File: src/rtl/lut_wvf_sequencer.sv
// Sequencer for the LUT waveform generator: paced triggers, sample capture, rep/abort status.
// Optional per-repetition watchdog enabled by defining LUT_SEQ_TIMEOUT_EN.
module lut_wvf_sequencer #(
    parameter int BITWIDTH_IN = 16,
    parameter int ADR_WIDTH   = 21,
    parameter int CNT_WIDTH   = 16,
    parameter int REP_WIDTH   = 8
) (
    input  logic                   CLK_SYS,
    input  logic                   nRST,
    input  logic                   EN,
    input  logic                   START,
    input  logic                   STOP,
    input  logic [CNT_WIDTH-1:0]   PRESCALE_IN,
    input  logic [REP_WIDTH-1:0]   REPEAT_IN,
    output logic                   DUT_EN,
    output logic                   DUT_TRGG,
    input  logic [BITWIDTH_IN-1:0] DUT_VALUE,
    input  logic                   DUT_END,
    output logic [BITWIDTH_IN-1:0] DATA_OUT,
    output logic                   DATA_VALID,
    output logic [ADR_WIDTH-1:0]   SAMPLE_CNT,
    output logic [REP_WIDTH-1:0]   REP_CNT,
    output logic                   BUSY,
    output logic                   DONE,
    output logic                   ABORTED,
    output logic                   ERR
);
    typedef enum logic [1:0] {IDLE, RUN, FIN} state_t;

    state_t               state;
    logic [CNT_WIDTH-1:0] p_reg;
    logic [CNT_WIDTH-1:0] presc;
    logic [REP_WIDTH-1:0] r_reg;
    logic [ADR_WIDTH-1:0] per_rep;
    logic                 cap_pend;
    logic                 trg_raw;
    logic                 last_rep;
    logic                 timeout_hit;

    assign trg_raw  = (state == RUN) && (presc == p_reg);
    // Final END is seen on the capture cycle; a trigger issued then would fetch a stray sample.
    assign last_rep = cap_pend && DUT_END && (r_reg != '0) &&
                      (REP_WIDTH'(REP_CNT + 1'b1) == r_reg);

`ifdef LUT_SEQ_TIMEOUT_EN
    assign timeout_hit = cap_pend && !DUT_END && (ADR_WIDTH'(per_rep + 1'b1) == '1);
`else
    assign timeout_hit = 1'b0;
`endif

    assign DUT_EN   = EN;
    assign DUT_TRGG = trg_raw && EN && !STOP && !last_rep && !timeout_hit;

    always_ff @(posedge CLK_SYS) begin
        if (!nRST) begin
            state      <= IDLE;
            p_reg      <= '0;
            presc      <= '0;
            r_reg      <= '0;
            per_rep    <= '0;
            cap_pend   <= 1'b0;
            DATA_OUT   <= '0;
            DATA_VALID <= 1'b0;
            SAMPLE_CNT <= '0;
            REP_CNT    <= '0;
            BUSY       <= 1'b0;
            DONE       <= 1'b0;
            ABORTED    <= 1'b0;
            ERR        <= 1'b0;
        end else begin
            DATA_VALID <= 1'b0;
            DONE       <= 1'b0;
            cap_pend   <= 1'b0;
            case (state)
                IDLE: begin
                    if (START && EN && !STOP) begin
                        p_reg      <= PRESCALE_IN;
                        r_reg      <= REPEAT_IN;
                        presc      <= '0;
                        per_rep    <= '0;
                        SAMPLE_CNT <= '0;
                        REP_CNT    <= '0;
                        ABORTED    <= 1'b0;
                        ERR        <= 1'b0;
                        BUSY       <= 1'b1;
                        state      <= RUN;
                    end
                end
                RUN: begin
                    if (!EN) begin
                        // Pending capture is dropped; no DONE on an enable loss.
                        ABORTED <= 1'b1;
                        BUSY    <= 1'b0;
                        state   <= IDLE;
                    end else begin
                        cap_pend <= DUT_TRGG;
                        presc    <= (presc == p_reg) ? '0 : presc + 1'b1;
                        if (cap_pend) begin
                            DATA_OUT   <= DUT_VALUE;
                            DATA_VALID <= 1'b1;
                            if (SAMPLE_CNT != '1)
                                SAMPLE_CNT <= SAMPLE_CNT + 1'b1;
                            if (DUT_END) begin
                                REP_CNT <= REP_CNT + 1'b1;
                                per_rep <= '0;
                            end else begin
                                per_rep <= per_rep + 1'b1;
                            end
                        end
                        if (STOP || last_rep || timeout_hit) begin
                            DONE  <= 1'b1;
                            state <= FIN;
                        end
                        if (STOP || timeout_hit)
                            ABORTED <= 1'b1;
                        if (timeout_hit)
                            ERR <= 1'b1;
                    end
                end
                FIN: begin
                    BUSY  <= 1'b0;
                    state <= IDLE;
                end
                default: begin
                    BUSY  <= 1'b0;
                    state <= IDLE;
                end
            endcase
        end
    end
endmodule
File: config.mk
export PLATFORM = sky130hd
export DESIGN_NAME = lut_wvf_sequencer
export DESIGN_NICKNAME = d
export VERILOG_FILES = /design/src/rtl/lut_wvf_sequencer.sv
export SDC_FILE = /design/constraint.sdc
export NUM_CORES = 1
export LEC_CHECK = 0
export ABC_AREA = 1
export BUFFER_PORTS_ARGS = -buffer_cell sky130_fd_sc_hd__buf_4
export CORE_ASPECT_RATIO = 0.75
export CORE_MARGIN = 2
export CORE_UTILIZATION = 43
export CTS_BUF_LIST = sky130_fd_sc_hd__clkbuf_8
export CTS_CLUSTER_SIZE = 12
export DETAILED_ROUTE_END_ITERATION = 8
export PLACE_DENSITY = 0.67
export SLEW_MARGIN = 10
export SYNTH_ARGS = -nofsm -noshare
export SYNTH_HDL_FRONTEND = slang
export SYNTH_SLANG_ARGS = --single-unit
File: constraint.sdc
create_clock -name CLK_SYS -period 3.6 [get_ports CLK_SYS]
set_clock_uncertainty 0.05 [all_clocks]
set_input_delay 0.18 -clock CLK_SYS [delete_from_list [all_inputs] [get_ports CLK_SYS]]
set_output_delay 0.18 -clock CLK_SYS [all_outputs]
set_load 0.01 [all_outputs]
==> results.txt, run 1 <==
Cell Rows: 32
Flops & latches, synth: 92
WL met2: 5220 um
CTS Buf Count: 9
Hold Path Class: primary input to register
Register area: 1840 um2
Yosys warns: 0
R2r worst-path depth: 10
Routed Antenna Nets: 0
Setup TNS: 0 ns
Worst setup startpoint: REP_CNT[0]
Commonest non-fill, non-tap cells in the layout: nor2_1, nand2_1, buf_4
DR iter-0 viols: 251
Status: completed
Antenna violations before repair: 0
Commonest non-fill, non-tap cell in the layout: nor2_1
Slew Limit Fails: 0
Die area: 11,500 um2
Ant diodes: 0
Top reg by flops: SAMPLE_CNT
EDFF count, synth: 0
Vias in the first global route: 4,422
Sw Share: 24.6%
Syn Inst Count: 677
Fin cells: 919
Peak VDD IR: 0.000232 V
CTS max path bufs: 2
Hpwl dp: 8840 um
Max cap viols: 0
Die width: 123 um
Max Fanout on Critical Path: 7
Initial core utilization: 44.5%
Tmin final: 2.58 ns
Fill cells: 1,024
CP Capture Type: primary output
Overall routing resource usage: 22.8%
Synthesized area: 4600 um2
Vias: 4,582
Worst r2r src: state[0]
Post-route cell area: 5700 um2
WL met3: 966 um
Drt wl/cell: 13.3 um
CP max stage cell: dfxtp_1
Port Buffer Count: 96
Area Growth Syn to Fin: 24.0%
Synth area leader: dfxtp_1
Nets: 827
Synth top area cells: dfxtp_1, nor2_1, nand2_1
Place WS: 1.10 ns
Asr flop ratio synth: 0%
First-pass GRT wire length: 20,800 um
Slew HR: 28.7%
Reg2reg end: SAMPLE_CNT[19]
Synth Flop Type: dfxtp_1
Syn avg cell area: 6.79 um2
Die Ht: 93.6 um
Worst Path Required: 3.37 ns
DR pass1 iterations: 7
Final setup fails: 0
Power Internal: 0.00137 W
Pwr/cell area: 319 nW/um2
M1 WL: 5900 um
Comb power frac: 9.3%
DRC violations left: 0
I/O Pins: 98
Hold depth: 3
Clk root buf: clkbuf_8
Core Box Area: 10,300 um2
Startpoint Class: register
CP peak stage delay: 0.49 ns
CP Cell Sequence: ha_1 -> nand3_1 -> o21ai_0 -> and2_1 -> nor2_1 -> nor2_1 -> nand2_1 -> nand3_1 -> inv_1 -> buf_4
Worst-Skew Late Latency: 0.36 ns
Setup CP Type: register to primary output
WL final: 12,300 um
Share of cells above drive strength 1: 16.7%
Pleak: 2.31 nW
H-tree Lvls: 3
Post-Syn Nets: 726
R2R setup slack: 1.06 ns
Largest net degree at the start of global routing: 52
Worst min-delay path startpoint: PRESCALE_IN[12]
Worst Tran Pin Value: 1.07 ns
Via/cell ratio: 4.99
Max layer used: met4
Crit path DAT: 2.35 ns
Switching power: 0.000448 W
Worst Setup EP: DUT_TRGG
Util after Layout: 55.2%
Seq pwr share: 57.5%
Final worst-path cycle share: 71.7%
CTS tree: built
Placer Congestion: 0.926
Clock sink total: 92
Synth cell types: 36
Final WS setup: 1.02 ns
Post-synth top area share: 40.1%
Placed Instance Area: 5370 um2
Area of the multi-input gates: 2430 um2
Final hold vios: 0
Fmax: 388 MHz
Clock-pin slew on the worst setup and hold paths: 0.08 ns
Max reg flops: 21
Clk pwr share: 33.1%
Register area share after synthesis: 40.1%
Total grt overflow: 0
DP Cell Count: 886
Unrepaired setup endpoints after global routing: no
==> cells by family (layout without fill, tap and decap cells) <==
group | Yosys count | in the layout | synth area share, %
AOI/OAI and AO/OA | 106 | 106 | 11.8
xor gates and xnor gates | 35 | 35 | 6.67
adders and majority gates | 3 | 3 | 0.816
buffers and inverters | 78 | 184 | 7.16
DFF | 92 | 92 | 40.1
other | 1 | 1 | 0.0816
and+or+nand+nor | 362 | 362 | 33.4
==> cells in the mapped netlist (2+ instances only) <==
library cell and n:
buf_6 3, nand4_1 13, a21oi_1 46, dfxtp_1 92, xor2_1 16, nor3_1 9
nand2_2 6, o21ai_1 2, nor2_2 3, inv_2 7, xnor2_1 19, clkbuf_1 15
ha_1 3, nand3_1 42, nand2_1 135, inv_1 47, buf_4 3, nor2_1 144
nor2_4 2, o21ai_0 53, buf_2 2
==> worst max-delay path, delay by kind of cell (launching register included) <==
kind	cells	cell delay, ns
AOI/OAI and AO/OA	1	0.24
buffers and inverters	2	0.21
DFF	1	0.49
and+or+nand+nor	6	0.75
adders and majority gates	1	0.29
==> power groups by stage <==
stage / logic (W) / registers (W) / clock network (W)
2_1_floorplan: 0.0000941 / 0.00107 / 0
3_3_place_gp: 0.000152 / 0.00107 / 0
3_5_place_dp: 0.000154 / 0.00107 / 0
4_1_cts: 0.000169 / 0.00105 / 0.000622
5_1_grt: 0.000192 / 0.00105 / 0.000666
6_report: 0.000170 / 0.00105 / 0.000602
==> layout make-up <==
| cell class | instances | area share, % |
|---|---|---|
| inverters | 55 | 3.62 |
| clock inverters | 6 | 0.461 |
| clock buffers | 10 | 2.41 |
| well taps | 136 | 2.99 |
| multi-input cells | 507 | 42.6 |
| repair buffers | 113 | 15.6 |
| flip-flops and latches | 92 | 32.3 |
==> worst min path at each step <==
stage,end,slack [ns]
after global placement,DATA_OUT[0],0.35
after global routing,p_reg[6],0.005
final,p_reg[12],0.02
after CTS,p_reg[6],0.004
after detailed placement,DATA_OUT[8],0.36
after floorplan,DATA_OUT[0],0.26
==> through the flow <==
step,hold slack [ns],power (W)
6_report,0.0197,0.00182
5_1_grt,0.00498,0.00191
2_1_floorplan,0.265,0.00116
3_5_place_dp,0.365,0.00122
3_3_place_gp,0.351,0.00122
4_1_cts,0.00392,0.00184
==> what timing repair did <==
| action | 4_1_cts | 5_1_grt |
|---|---|---|
| buffers inserted | 0 | 0 |
| gates resized for setup | 0 | 0 |
| endpoints found under the hold margin | 17 | 0 |
| setup endpoints to repair | 0 | 0 |
| hold buffers | 17 | 0 |
==> routing by layer <==
metal | vias to the layer above | GRT usage (%)
li1 | 2380 | -
met1 | 2026 | 30.6
met2 | 161 | 35.0
met3 | 15 | 6.77
met4 | 0 | 7.39
met5 | - | 0
Note: power is estimated with default switching activity, not from simulation.
==> inputs of run 2 (changes only) <==
==> constraint.sdc (replaced) <==
create_clock -name CLK_SYS -period 2.7 [get_ports CLK_SYS]
set_clock_uncertainty 0.05 [all_clocks]
set_input_delay 0.135 -clock CLK_SYS [delete_from_list [all_inputs] [get_ports CLK_SYS]]
set_output_delay 0.135 -clock CLK_SYS [all_outputs]
set_load 0.01 [all_outputs]
==> run 2 against run 1 <==
  * Sequential cell count is the same
  * Largest cell class unchanged
  * Clock power grew 110%
  * Via count grew 2.6%
==> results.txt, run 2 (synthesis gave the netlist of run 1 again) <==
DR pass1 iterations: 5 (-2)
M1 WL: 6230 um (+5.6%)
DR iter-0 viols: 315 (+25%)
Setup CP Type: register to primary output
DRC violations left: 0 (unchanged)
Commonest non-fill, non-tap cells in the layout: nor2_1, nand2_1, buf_4
Slew Limit Fails: 0 (unchanged)
Area Growth Syn to Fin: 31.1%
Total grt overflow: 0 (unchanged)
Hpwl dp: 9030 um (+2.2%)
Clock sink total: 92 (unchanged)
Util after Layout: 58.3% (+3.2 points)
Crit path DAT: 2.22 ns (-0.13 ns)
Placer Congestion: 0.900 (-2.7%)
Worst min-delay path startpoint: REPEAT_IN[6]
CTS tree: built
Die area: 11,500 um2 (unchanged)
CTS Buf Count: 9 (unchanged)
Max Fanout on Critical Path: 6 (-1)
Max reg flops: 21 (unchanged)
Antenna violations before repair: 0 (unchanged)
Clk root buf: clkbuf_8
Fmax: 416 MHz
Worst setup startpoint: REP_CNT[1]
Share of cells above drive strength 1: 17.6% (+0.89 points)
First-pass GRT wire length: 21,200 um (+2.1%)
CTS max path bufs: 2 (unchanged)
WL met2: 5350 um (+2.6%)
Startpoint Class: register
Cell Rows: 32 (unchanged)
Drt wl/cell: 13.5 um (+1.2%)
Worst r2r src: state[0]
Ant diodes: 0 (unchanged)
Setup TNS: 0 ns (unchanged)
Hold Path Class: primary input to register
Nets: 850 (+2.8%)
Worst-Skew Late Latency: 0.37 ns (about the same)
Core Box Area: 10,300 um2 (unchanged)
Via/cell ratio: 4.99 (about the same)
Worst Path Required: 2.52 ns (-0.85 ns)
Pleak: 2.44 nW (+6.0%)
Vias: 4,699 (+2.6%)
Final worst-path cycle share: 89.1%
Vias in the first global route: 4,418 (-0.090%)
Commonest non-fill, non-tap cell in the layout: nor2_1
Slew HR: 63.1% (+34 points)
Die Ht: 93.6 um (unchanged)
H-tree Lvls: 3 (unchanged)
Initial core utilization: 44.5% (unchanged)
Die width: 123 um (unchanged)
I/O Pins: 98 (unchanged)
Final hold vios: 0 (unchanged)
Status: completed
Worst Tran Pin Value: 0.553 ns (-0.514 ns)
Peak VDD IR: 0.000311 V (+34%)
Largest net degree at the start of global routing: 51 (-1.9%)
Top reg by flops: SAMPLE_CNT
Clock-pin slew on the worst setup and hold paths: 0.09 ns (about the same)
Final setup fails: 0 (unchanged)
Routed Antenna Nets: 0 (unchanged)
Max cap viols: 0 (unchanged)
Fin cells: 942 (+2.5%)
Fill cells: 971 (-5.2%)
WL final: 12,700 um (+3.7%)
Overall routing resource usage: 23.4% (+0.64 points)
CP Capture Type: primary output
Pwr/cell area: 479 nW/um2 (+50%)
Max layer used: met4
Port Buffer Count: 96 (unchanged)
Unrepaired setup endpoints after global routing: no
WL met3: 991 um (+2.6%)
Tmin final: 2.41 ns
DP Cell Count: 891 (+0.56%)
-- run 2: changes by cell type in the layout (fill, tap and decap cells not counted), moves of 4 or more --
cell           change
dlygate4sd3_1     +18
inv_1              -5
bufinv_16          +4
buf_4              +5
-- run 2: per-layer routing --
metal	global-route usage, %	up-vias
li1	-	2415
met1	32.6	2121
met2	36.1	152
met3	6.28	11
met4	5.49	0
met5	0	-
-- run 2: final timing paths --
kind | depth (start not counted) | slack, ns | endpoint
worst min register to register | 2 | 0.43 | p_reg[9]
worst max register to register | 9 | 0.37 | REP_CNT[6]
worst min-delay path | 3 | 0.009 | r_reg[6]
worst max-delay path | 11 | 0.29 | DUT_TRGG
-- run 2: worst max-delay path, stage by stage (launching register included) --
cell and delay (ns):
dfxtp_1 0.43, ha_1 0.28, nand3_1 0.17, nor2_1 0.12, nand2_1 0.07, and2_1 0.18
nor2_1 0.09, nor2_1 0.05, nand2_1 0.14, nand3_1 0.11, inv_1 0.10, buf_4 0.12
-- run 2: repair_timing --
| action | in CTS | in global routing |
|---|---|---|
| hold buffers | 35 | 0 |
| buffers inserted | 0 | 0 |
| endpoints found under the hold margin | 35 | 0 |
| endpoints found under the setup margin | 0 | 1 |
| gates resized for setup | 0 | 2 |
-- run 2: layout make-up --
type / count / area (um2) / area share (%)
Inverter: 55 / 206 / 3.43
Clock inverter: 6 / 134 / 2.22
Clock buffer: 10 / 138 / 2.28
Timing Repair Buffer: 136 / 1110 / 18.4
Sequential cell: 92 / 1840 / 30.6
Multi-Input combinational cell: 507 / 2430 / 40.3
Tap cell: 136 / 170 / 2.82
-- run 2: where the power goes --
| group | internal, W | leakage [nW] | switching [W] |
|---|---|---|---|
| registers | 0.00138 | 0.745 | 0.0000163 |
| clock network | 0.000735 | 0.137 | 0.000500 |
| logic | 0.000125 | 1.56 | 0.000130 |
-- run 2: through the flow --
| step | cell area (um2) | setup WS, ns | power, W | hold slack [ns] |
|---|---|---|---|---|
| 5_1_grt | 6030 | 0.0358 | 0.00299 | 0.0523 |
| 3_5_place_dp | 5400 | 0.390 | 0.00164 | 0.317 |
| 3_3_place_gp | 5400 | 0.462 | 0.00164 | 0.309 |
| 4_1_cts | 6030 | 0.171 | 0.00290 | 0.00421 |
| 6_report | 6030 | 0.294 | 0.00289 | 0.00902 |
| 2_1_floorplan | 4600 | 0.862 | 0.00155 | 0.220 |
